[config.mk]
export PLATFORM = sky130hd
export DESIGN_NAME = mac_unit
export DESIGN_NICKNAME = d
export VERILOG_FILES = /design/src/rtl/mac_pkg.sv /design/src/rtl/mac_mult.sv /design/src/rtl/mac_unit.sv
export SDC_FILE = /design/constraint.sdc
export NUM_CORES = 1
export LEC_CHECK = 0
export CAP_MARGIN = 5
export CORE_UTILIZATION = 40
export DETAILED_ROUTE_END_ITERATION = 7
export SLEW_MARGIN = 15
export SYNTH_ARGS = -nofsm -noshare
export SYNTH_HDL_FRONTEND = slang
export SYNTH_SLANG_ARGS = --single-unit
[constraint.sdc]
create_clock -name clk -period 4.9 [get_ports clk]
set_clock_uncertainty 0.15 [all_clocks]
set_input_delay 1.47 -clock clk [delete_from_list [all_inputs] [get_ports clk]]
set_output_delay 1.47 -clock clk [all_outputs]
set_load 0.005 [all_outputs]
[src/rtl/mac_pkg.sv]
// Shared widths and types for the multiply-accumulate block.
//   DATA_W : width of each unsigned operand
//   ACC_W  : width of the accumulator (must be >= 2*DATA_W)
package mac_pkg;

  localparam int DATA_W = 8;
  localparam int ACC_W  = 16;

  typedef logic [DATA_W-1:0]   operand_t;
  typedef logic [2*DATA_W-1:0] product_t;
  typedef logic [ACC_W-1:0]    acc_t;

endpackage

[src/rtl/mac_mult.sv]
// Combinational unsigned shift-and-add array multiplier.
// Ports:
//   a    : unsigned multiplicand, DATA_W bits
//   b    : unsigned multiplier, DATA_W bits
//   prod : full-width product a*b, 2*DATA_W bits
// Each bit of b gates a copy of a shifted into its weight position; the rows
// are summed by a linear chain of adders.
module mac_mult #(
  parameter int DATA_W = mac_pkg::DATA_W
) (
  input  logic [DATA_W-1:0]   a,
  input  logic [DATA_W-1:0]   b,
  output logic [2*DATA_W-1:0] prod
);
  import mac_pkg::*;

  localparam int PW = 2 * DATA_W;

  logic [PW-1:0] pp_row  [DATA_W];
  logic [PW-1:0] row_sum [DATA_W];

  for (genvar i = 0; i < DATA_W; i++) begin : g_row
    logic [PW-1:0] a_ext;
    assign a_ext     = {{DATA_W{1'b0}}, (a & {DATA_W{b[i]}})};
    assign pp_row[i] = a_ext << i;

    if (i == 0) begin : g_first
      assign row_sum[i] = pp_row[i];
    end else begin : g_chain
      // The running sum never exceeds PW bits because the final result
      // (2^DATA_W-1)^2 fits, so dropping the carry is exact.
      assign row_sum[i] = row_sum[i-1] + pp_row[i];
    end
  end

  assign prod = row_sum[DATA_W-1];

endmodule

[src/rtl/mac_unit.sv]
// Unsigned multiply-accumulate: every rising edge outside reset adds a*b into
// the accumulator, wrapping modulo 2^ACC_W and raising a sticky overflow flag.
// Ports:
//   clk : rising-edge clock
//   rst : asynchronous active-high reset, clears acc and ovf immediately
//   a   : unsigned multiplicand, DATA_W bits
//   b   : unsigned multiplier, DATA_W bits
//   acc : registered accumulator value, ACC_W bits
//   ovf : sticky flag, set once any accumulation wraps past 2^ACC_W-1
// ACC_W must be at least 2*DATA_W so a single product never truncates.
module mac_unit #(
  parameter int DATA_W = mac_pkg::DATA_W,
  parameter int ACC_W  = mac_pkg::ACC_W
) (
  input  logic              clk,
  input  logic              rst,
  input  logic [DATA_W-1:0] a,
  input  logic [DATA_W-1:0] b,
  output logic [ACC_W-1:0]  acc,
  output logic              ovf
);
  import mac_pkg::*;

  logic [2*DATA_W-1:0] prod;
  logic [ACC_W:0]      sum_ext;
  logic [ACC_W-1:0]    acc_d, acc_q;
  logic                ovf_d, ovf_q;

  mac_mult #(.DATA_W(DATA_W)) u_mult (
    .a    (a),
    .b    (b),
    .prod (prod)
  );

  // One extra bit on the adder: its carry-out is exactly the wrap condition.
  assign sum_ext = {1'b0, acc_q} + {{(ACC_W + 1 - 2*DATA_W){1'b0}}, prod};

  always_comb begin
    acc_d = sum_ext[ACC_W-1:0];
    ovf_d = ovf_q | sum_ext[ACC_W];
  end

  // Accumulator register stage
  always_ff @(posedge clk or posedge rst) begin
    if (rst) begin
      acc_q <= '0;
      ovf_q <= 1'b0;
    end else begin
      acc_q <= acc_d;
      ovf_q <= ovf_d;
    end
  end

  assign acc = acc_q;
  assign ovf = ovf_q;

endmodule

==> flow_summary.json <==
{
  "r2r_slack_ps": 2410,
  "fillers": 690,
  "syn_area_um2": 3252,
  "core_area_um2": 7807,
  "final_common_cell": "buf_4",
  "antenna_found_initial": 0,
  "r2r-start": "acc[0]",
  "multi_input_area_um2": 3008,
  "postLayoutCellArea_um2": 4753,
  "drive_gt1_share_pct": 31.35,
  "chipHeight_um": 92.17,
  "grt_usage_pct": 19.98,
  "hold_buffers": 0,
  "path_class": "in -> reg",
  "globalplace.congestion": 0.8603,
  "drt_first_pass_iters": 4,
  "n_antenna_cell": 0,
  "chipWidth_um": 92.17,
  "initial_core_util_pct": 41.65,
  "grt_pass1_wl_um": 13680,
  "rsz0062_at_grt": "true",
  "synthFlopType": "dfrtp_1",
  "endpoint_kind": "register",
  "vias": 2961,
  "mostFrequentLayoutCells": "buf_4, nand2_1, inv_1",
  "path_clk_slew_ps": 70,
  "syn_nets": 478,
  "maxSlewViolCount": 0,
  "min_period_over_period_pct": 143.1,
  "drt-total-wl_um": 7842,
  "rows": 32,
  "cts_tree": "built",
  "cts-root-buf": "clkbuf_8",
  "cts_buffers": 3,
  "postSynthAreaPerCell_um2": 8.718,
  "fin_nets": 594,
  "synth_top_cells_by_area": "fa_1, ha_1, dfrtp_1",
  "hp-class": "reg -> reg",
  "r2r-end": "ovf",
  "hp-start": "acc[0]",
  "drt_iter0_drc": 92,
  "ant_nets": 0,
  "yosysTopAreaCell": "fa_1",
  "yosysUniqueCellTypes": 40,
  "dieArea_um2": 8494,
  "setup_ws_ps": -2111,
  "clkSinkCount": 17,
  "placed_area_um2": 4429,
  "seqCellArea_um2": 425.4,
  "async_flop_share_pct": 100.0,
  "ios": 35,
  "hold_slack_ps": 372.1,
  "crit_path_start_kind": "primary input",
  "area_growth_pct": 46.17,
  "endpoint": "acc[15]",
  "status": "complete, but fails checks",
  "synthCells": 373,
  "violations": "setup timing",
  "hold_violations": 0,
  "routed_via_density": 5.019,
  "setup_viol": 11,
  "clock_latency_ps": 260,
  "grt_pass1_vias": 3038,
  "yosysWarningCount": 0,
  "clock_path_buffers": 2,
  "routedWlPerCell_um": 13.29,
  "cap_violations": 0,
  "remaining_drc_errors": 0,
  "synth_top_area_share_pct": 21.55,
  "port_buffers": 34,
  "reg2reg_depth": 8,
  "min_period_ps": 7011,
  "grt-ovfl-total": 0,
  "grt_max_degree": 18,
  "hpwl_um": 6354,
  "crit_path_max_fanout": 3,
  "synth_edf_count": 0,
  "setup.worst_path.start": "b[1]",
  "relSlewSlack_pct": 52.42,
  "yosysSeqAreaShare_pct": 13.08,
  "fmax_mhz": 142.6,
  "required_ps": 4900,
  "htreeDepth": 1,
  "synth-seq-cells": 17,
  "tightest_slew_ps": 713.0,
  "arrival_ps": 7010
}
-- worst max-delay path, stage by stage --
cell and delay (ps):
buf_6 100, and2_4 160, ha_4 160, fa_2 350
a21o_1 170, a21oi_2 160, o21bai_1 80, a21oi_1 150
xor2_1 200, fa_1 450, fa_1 490, inv_1 50
fa_1 490, fa_1 450, fa_2 370, a21o_1 180
a211oi_2 220, o21ai_1 120, o311ai_2 80, xnor2_1 200
ha_1 320, a21oi_2 130, o21ai_1 70, a21oi_1 130
o21ai_1 100, xor2_1 140
-- final cells by class --
class | instances | share of cell area (%)
Clock buffer | 3 | 0.8686
Sequential cell | 17 | 8.950
Multi-Input combinational cell | 307 | 63.28
Timing Repair Buffer | 116 | 20.64
Clock inverter | 1 | 0.1053
Inverter | 44 | 3.475
Tap cell | 102 | 2.685
-- stage by stage --
step / TNS, ps / instances / setup slack [ps] / util [%]
after floorplan: -17950 / 373 / -2130 / -
after global placement: -27420 / 578 / -2816 / 56.73
after detailed placement: -28180 / 578 / -2929 / 56.73
after CTS: -21170 / 590 / -2420 / 59.94
after global routing: -21550 / 590 / -2416 / 60.88
final: -18560 / 590 / -2111 / 60.88
-- registers in the layout (all words and copies together) (netlist names) --
| name | count |
|---|---|
| acc | 16 |
| ovf | 1 |
-- Yosys cell counts, types with 4 or more instances --
library cell	instances
nor3_1	5
xnor2_1	14
o21ai_0	15
nand2_1	49
a21o_1	9
fa_1	35
nor2_1	15
a211oi_1	4
and2_1	28
xor2_1	12
dfrtp_1	17
ha_1	52
o21a_1	4
inv_1	44
clkbuf_1	4
a21oi_1	22
nand3_1	4
-- worst min-delay path by stage --
stage	endpoint	slack, ps	depth (start not counted)
after CTS	acc[0]	370	1
after global routing	acc[0]	400	1
after global placement	acc[0]	350	1
after detailed placement	acc[0]	350	1
final	acc[0]	370	1
after floorplan	acc[0]	350	1
-- what timing repair did --
item | CTS | global route
buffers inserted | 8 | 1
cloned | 0 | 0
hold endpoints to repair | 0 | 0
resized for setup | 55 | 17
endpoints found under the setup margin | 13 | 12
pin swaps | 53 | 40
-- cells by family (layout without fill, tap and decap cells) --
group	after synthesis	count (layout)	synth area share (%)
AOI/OAI and AO/OA	70	70	13.54
xor gates and xnor gates	26	26	7.003
adders and majority gates	87	87	41.55
buffers and inverters	49	164	5.694
DFF	17	17	13.08
muxes	2	2	0.6156
and+or+nand+nor	122	122	18.51
-- per-layer routing --
metal,global-route usage [%],part of all wire [%]
met1,27.77,46
met5,0,0
met3,2.322,3.0
met4,1.563,0.41
met2,34.58,50
Power is not shown: default switching activity piles up to over one toggle a cycle in this logic, so the estimate is an artifact.
